[src/rtl/rf_pkg.sv]
// Shared definitions for the rf write-port controller: size defaults, FSM states, requester ids.
package rf_pkg;

  localparam int NREG_DEFAULT = 32;
  localparam int AW_DEFAULT   = 5;
  localparam int DW_DEFAULT   = 32;

  typedef enum logic {
    ST_CLEAR = 1'b0,
    ST_RUN   = 1'b1
  } state_t;

  // Requester ids, as held in the round-robin pointer and reported on grant_b.
  localparam logic SRC_A = 1'b0;
  localparam logic SRC_B = 1'b1;

endpackage

[src/rtl/rf_wr_arbiter_rr_arb2.sv]
// Two-way round-robin picker: purely combinational, one-hot grant.
// On a tie the requester that was not served last wins; the pointer lives in the caller.
module rr_arb2
  import rf_pkg::*;
(
  input  logic req_a,
  input  logic req_b,
  input  logic last,
  output logic gnt_a,
  output logic gnt_b
);

  assign gnt_a = req_a && (!req_b || (last == SRC_B));
  assign gnt_b = req_b && (!req_a || (last == SRC_A));

endmodule

[src/rtl/rf_wr_arbiter.sv]
// rf write-port controller: clears all NREG registers after reset, then round-robins A/B writes.
// An accept at edge N drives wReg/data/RegWrite after edge N; both readies are held low while clearing.
module rf_wr_arbiter
  import rf_pkg::*;
#(
  parameter int NREG = NREG_DEFAULT,
  parameter int AW   = AW_DEFAULT,
  parameter int DW   = DW_DEFAULT
) (
  input  logic          clk,
  input  logic          reset,
  input  logic          a_valid,
  output logic          a_ready,
  input  logic [AW-1:0] a_reg,
  input  logic [DW-1:0] a_data,
  input  logic          b_valid,
  output logic          b_ready,
  input  logic [AW-1:0] b_reg,
  input  logic [DW-1:0] b_data,
  output logic [AW-1:0] wReg,
  output logic [DW-1:0] data,
  output logic          RegWrite,
  output logic          grant_b,
  output logic          busy
);

  localparam logic [AW-1:0] LAST_REG = AW'(NREG - 1);

  state_t        state;
  logic [AW-1:0] clrCnt;
  logic          last;
  logic          gntA;
  logic          gntB;

  rr_arb2 uArb (
    .req_a (a_valid),
    .req_b (b_valid),
    .last  (last),
    .gnt_a (gntA),
    .gnt_b (gntB)
  );

  // Readies are gated by state so nothing is accepted while the clear owns the port.
  assign busy    = (state == ST_CLEAR);
  assign a_ready = (state == ST_RUN) && gntA;
  assign b_ready = (state == ST_RUN) && gntB;

  always_ff @(posedge clk or negedge reset) begin
    if (!reset) begin
      state    <= ST_CLEAR;
      clrCnt   <= '0;
      last     <= SRC_B;
      wReg     <= '0;
      data     <= '0;
      RegWrite <= 1'b0;
      grant_b  <= 1'b0;
    end else begin
      case (state)
        ST_CLEAR: begin
          wReg     <= clrCnt;
          data     <= '0;
          RegWrite <= 1'b1;
          grant_b  <= 1'b0;
          clrCnt   <= clrCnt + 1'b1;
          if (clrCnt == LAST_REG) begin
            state  <= ST_RUN;
            clrCnt <= '0;
          end
        end
        ST_RUN: begin
          if (a_ready) begin
            wReg     <= a_reg;
            data     <= a_data;
            RegWrite <= 1'b1;
            grant_b  <= 1'b0;
            last     <= SRC_A;
          end else if (b_ready) begin
            wReg     <= b_reg;
            data     <= b_data;
            RegWrite <= 1'b1;
            grant_b  <= 1'b1;
            last     <= SRC_B;
          end else begin
            // Idle: drop the strobe, keep wReg/data as last written.
            RegWrite <= 1'b0;
            grant_b  <= 1'b0;
          end
        end
        default: state <= ST_CLEAR;
      endcase
    end
  end

endmodule

[config.mk]
export PLATFORM = sky130hd
export DESIGN_NAME = rf_wr_arbiter
export DESIGN_NICKNAME = d
export VERILOG_FILES = /design/src/rtl/rf_pkg.sv /design/src/rtl/rf_wr_arbiter_rr_arb2.sv /design/src/rtl/rf_wr_arbiter.sv
export SDC_FILE = /design/constraint.sdc
export NUM_CORES = 1
export LEC_CHECK = 0
export BUFFER_PORTS_ARGS = -buffer_cell sky130_fd_sc_hd__buf_2
export CAP_MARGIN = 20
export CELL_PAD_IN_SITES_DETAIL_PLACEMENT = 0
export CELL_PAD_IN_SITES_GLOBAL_PLACEMENT = 2
export CORE_MARGIN = 4
export CORE_UTILIZATION = 25
export CTS_BUF_LIST = sky130_fd_sc_hd__clkbuf_2
export CTS_CLUSTER_SIZE = 20
export DETAILED_ROUTE_END_ITERATION = 8
export PLACE_DENSITY_LB_ADDON = 0.1
export RECOVER_POWER = 100
export SLEW_MARGIN = 20
export SYNTH_ARGS = -nofsm -noshare
export SYNTH_HDL_FRONTEND = slang
export SYNTH_HIERARCHICAL = 1
export SYNTH_SLANG_ARGS = --single-unit
[constraint.sdc]
create_clock -name clk -period 1.6 [get_ports clk]
set_input_delay 0.08 -clock clk [delete_from_list [all_inputs] [get_ports clk]]
set_output_delay 0.08 -clock clk [all_outputs]
set_load 0.01 [all_outputs]
# After elaboration in Yosys (flattened, before gate mapping)

Cells that the tools add are included.

Register bits after elaboration: 46
Latch bits: 0
RAM bits: 0
ROM bits: 0
Input port bits: 78
Output and inout port bits: 42
Memories: 0

Add/sub/neg operators: 1
Multiply operators: 0
Divide/modulo/power cells: 0
$lt $le $gt $ge: 0
Equality and inequality tests: 2
Shift-type cells: 0
Multiplexer cells: 16
Bitwise operators: 2
Reductions and logical operators: 10

Operators by type and width:

| cell                | count |
|---|---|
| $mux 32             | 2 |
| $pmux 32 s2         | 1 |
| $mux 5              | 3 |
| $pmux 5 s2          | 1 |
| $mux 1              | 7 |
| $add 5x1->5 const B | 1 |
| $eq 5x5->1 const B  | 1 |
| $logic_and 1x1->1   | 4 |
| $pmux 1 s2          | 2 |
| $ne 3x3->1 const B  | 1 |
| $logic_not 1->1     | 2 |
| $logic_or 1x1->1    | 2 |
| $not 1->1           | 2 |
| $reduce_and 2->1    | 1 |
| $reduce_bool 2->1   | 1 |

# Depth between registers and ports, before layout

Depth in word-level cells: 7
Mapped depth: 7

# By module

Netlist, hierarchy kept.

Modules (own cells, without submodules):

| module        | instances | cells an instance | area each (µm²) |
|---|---|---|---|
| rf_wr_arbiter | 1         | 197               | 2306.0 |
| rr_arb2       | 1         | 3                 | 18.8 |

# Least setup slack after synthesis

No wires, ideal clock.

Kind: flip-flop to flip-flop
Start point: register last
End point: register data[0]
Library setup time: 0.136 ns
Arrival: 1.482 ns
Data required time: 1.464 ns
Path slack: -0.018 ns
Stages on the path, launching flop included: 8
Clock period less this slack: 1.618 ns
Cell sequence: dfstp_2 inv_1 a21boi_1 buf_2 buf_2 buf_4 mux2i_1 nor2_1

Longest elaborated chain between the ends: 5

RTL lines:

| element                  | RTL line                    | RTL |
|---|---|---|
| start: declaration       | rf_wr_arbiter.sv:31         | `logic last;` |
| start signal: assignment | rf_wr_arbiter.sv:52         | `last <= SRC_B;` |
| start signal: assignment | rf_wr_arbiter.sv:76         | `last <= SRC_A;` |
| start signal: assignment | rf_wr_arbiter.sv:82         | `last <= SRC_B;` |
| $logic_or 1x1->1 (*)     | rf_wr_arbiter_rr_arb2.sv:13 | `assign gnt_a = req_a && (!req_b \|\| (last == SRC_B));` |
| $logic_and 1x1->1 (*)    | rf_wr_arbiter_rr_arb2.sv:13 |  |
| named net gntA           | rf_wr_arbiter.sv:32         | `logic gntA;` |
| $logic_and 1x1->1 (*)    | rf_wr_arbiter.sv:45         | `assign a_ready = (state == ST_RUN) && gntA;` |
| $mux 32                  | rf_wr_arbiter.sv:71         | `if (a_ready) begin` |
| $pmux 32 s2              | rf_wr_arbiter.sv:58         | `case (state)` |
| end signal: assignment   | rf_wr_arbiter.sv:73         | `data <= a_data;` |
| end signal: assignment   | rf_wr_arbiter.sv:79         | `data <= b_data;` |
| end: declaration         | rf_wr_arbiter.sv:21         | `output logic [DW-1:0] data,` |

The timed path passes the listed nets; every way through them passes the cells marked *.
A chain may end at the register's enable or synchronous reset.

# Final worst setup path

Start point: register last
End point: register data[20]

Longest elaborated chain between the ends: 5

RTL lines:

| element                     | RTL line                    | RTL |
|---|---|---|
| $not 1->1                   | rf_wr_arbiter_rr_arb2.sv:14 | `assign gnt_b = req_b && (!req_a \|\| (last == SRC_A));` |
| $logic_or 1x1->1            | rf_wr_arbiter_rr_arb2.sv:14 |  |
| $logic_and 1x1->1           | rf_wr_arbiter_rr_arb2.sv:14 |  |
| named net gntB              | rf_wr_arbiter.sv:33         | `logic gntB;` |
| $logic_and 1x1->1           | rf_wr_arbiter.sv:46         | `assign b_ready = (state == ST_RUN) && gntB;` |
| $ne 3x3->1 (no source line) | --                          |  |

The timed path passes the listed nets, and every way through them passes these cells.

==> run summary <==
vias in the first global route = 2534
first-pass GRT wire length = 12.3 mm
cell area power density = 742 mW/mm^2
cell family with most CP delay = multiplexers
crit-path cells = buf_6 -> a21boi_4 -> buf_12 -> clkbuf_16 -> mux2_2 -> mux2i_1 -> nor2_1
Final min period = 1.65 ns
setup ws final = -0.0475 ns
share of the synthesized area in the top cell type = 48.4%
clock buffer depth = 2
Routed Antenna Nets = 0
fin. max-slew vios = 0
gr ovfl total = 0
Die X = 104 microns
Max-slew headroom = 58.1%
leading area contributor after synthesis = dfrtp_1
final instance area = 0.00417 sq mm
wire length per cell = 15.0 microns
Final nets = 486
Leak = 2.08 nW
RSZ-0062 raised after global routing = yes
Final Total Pwr = 3.09 mW
antenna violations before repair = 0
ys flop type = dfrtp_1
max-cap viol count = 0
Hold Crit Depth = 4
worst min-delay path class = input pin to register
I/O pin count = 120
share of post-route cells with drive strength above 1 = 49.0%
failing checks = setup timing
clk sinks = 46
Slowest-stage cell, CP = dfstp_2
Async SR Flop Fraction = 100%
Reg2Reg Depth = 7
Root Driver = clkbuf_2
DRT iter0 DRCs = 28
Setup violations, final = 31
FF-to-FF Start = last
sequential element share of the synthesized area = 49.6%
worst-margin pin slew = 0.628 ns
FF+latch count, synth = 46
GP Congestion = 0.660
outcome = finished, violations left
Worst Hold Path EP = wReg[2]
H-tree depth = 2
CP bufs+invs = 3
DRT Pass-1 Iters = 4
via/cell ratio = 4.30
syn_area_per_cell = 11.6 sq um
WP data arrival = 1.98 ns
Required @ worst endpoint = 1.93 ns
Post-Syn Nets = 280
CTS tree = built
RR Endpoint = data[20]
placed insts = 431
top-count cell post-synth = dfrtp_1
Cell Area, Synth = 0.00232 sq mm
Core ar. = 0.00889 sq mm
DP Wirelength = 5.07 mm
Hold Slack = 0.0209 ns
PortBufs = 119
Placed Instance Area = 0.00320 sq mm
number of flops mapped to enable cells by yosys = 0
Ys Warns = 6
die footprint = 0.0109 sq mm
GRT Total Usage = 13.8%
# DRC = 0
Rows = 34
clk_skew = 0.0248 ns
CTS buffer count = 5
max frequency = 607 MHz
routed vias = 2211
CP peak stage delay = 0.43 ns
Initial Util = 26.1%
Max VDD drop = 0.000314 V
final period utilization = 103%
Non-Filler Instances = 514
top post-synthesis cells by count = dfrtp_1, mux2i_1, nor2_1
WS Path Type = register to register
Startpoint Class = register
Area growth, synth to finish = 79.2%
reg2reg setup slack = -0.05 ns
pre-CTS WS = 0.0147 ns
antenna cells = 0
largest net degree at the start of global routing = 25
top cells by area, synth = dfrtp_1, mux2_2, mux2i_1, nor2_1, buf_2
CP Max Fanout = 12
Hold Startpoint = b_reg[2]
final wirelength = 7.69 mm
clock latency on the worst-skew pair = 0.42 ns
number of library cell types mapped by synthesis = 28
clock slew at reported path FFs = 0.24 ns
Hold Vio Cnt, Final = 0
synthesized netlist cell count = 200
CP Capture Type = register
die span in y = 104 microns
[metrics by stage]
stage,util (%),setup TNS [ns]
after floorplan,-,0
after global placement,35.9,0
after detailed placement,35.9,0
after CTS,44.8,-1.35
after global routing,46.9,-3.82
final,46.9,-0.731
[worst max path at each step]
stage | depth (start not counted) | start | slack (ns) | to
after floorplan | 7 | last | 0.05 | data[0]
after global placement | 6 | last | 0.03 | data[26]
after detailed placement | 6 | last | 0.01 | data[9]
after CTS | 5 | last | -0.07 | a_ready
after global routing | 7 | last | -0.13 | data[28]
final | 7 | last | -0.05 | data[20]
[cells by family after synthesis]
| logic type | after synthesis | synth area share, % |
|---|---|---|
| and+or+nand+nor | 50 | 8.99 |
| buffers and inverters | 17 | 3.39 |
| muxes | 70 | 32.0 |
| adders and majority gates | 2 | 1.08 |
| AOI/OAI and AO/OA | 15 | 5.01 |
| DFF | 46 | 49.6 |
[worst min-delay path, cell delays in order]
cell and delay (ns):
buf_2 0.08, mux2i_1 0.05, nand2_1 0.06, o221a_1 0.16
[area by class of cell]
cell class / count / area, sq um
inverters: 3 / 11.3
fillers: 843 / 4720
well taps: 108 / 135
flip-flops and latches: 46 / 1150
multi-input cells: 137 / 1210
repair buffers: 213 / 1620
clock buffers: 7 / 35.0
[repair_timing]
| action | CTS | global route |
|---|---|---|
| endpoints found under the hold margin | 79 | 0 |
| hold buffers | 64 | 0 |
| pin swaps | 2 | 12 |
| gates resized for setup | 14 | 27 |
| gates cloned | 0 | 3 |
| setup endpoints to repair | 10 | 40 |
| buffers inserted | 6 | 3 |
[where the power goes]
group / internal [mW] / switching [mW] / total (mW)
Clock: 0.114 / 0.371 / 0.485
Sequential: 1.33 / 0.0950 / 1.42
Combinational: 0.713 / 0.471 / 1.18
[per-layer routing]
layer,track usage [%],wire length (microns),part of all wire (%),up-vias
li1,-,-,-,1108
met2,23.1,3750,49,72
met5,0,0,0,-
met3,3.10,395,5.1,7
met1,17.8,3490,45,1024
met4,3.70,63,0.82,0
[sequential cells by signal, summed over array words and instances (netlist names)]
register	flops
data	32
clrCnt	5
wReg	5
RegWrite	1
grant_b	1
last	1
state	1
[layout by cell type, fill, tap and decap left out, types with 3 or more instances in the layout]
cell	n
nor2_1	36
o221a_1	4
mux2_4	20
nand2_1	5
clkbuf_16	3
dfrtp_1	45
buf_2	115
o21ai_0	4
clkbuf_2	9
buf_12	4
buf_4	14
mux2i_1	35
dlygate4sd3_1	64
mux2_2	14
buf_6	6
Note: power is estimated with default switching activity, not from simulation.
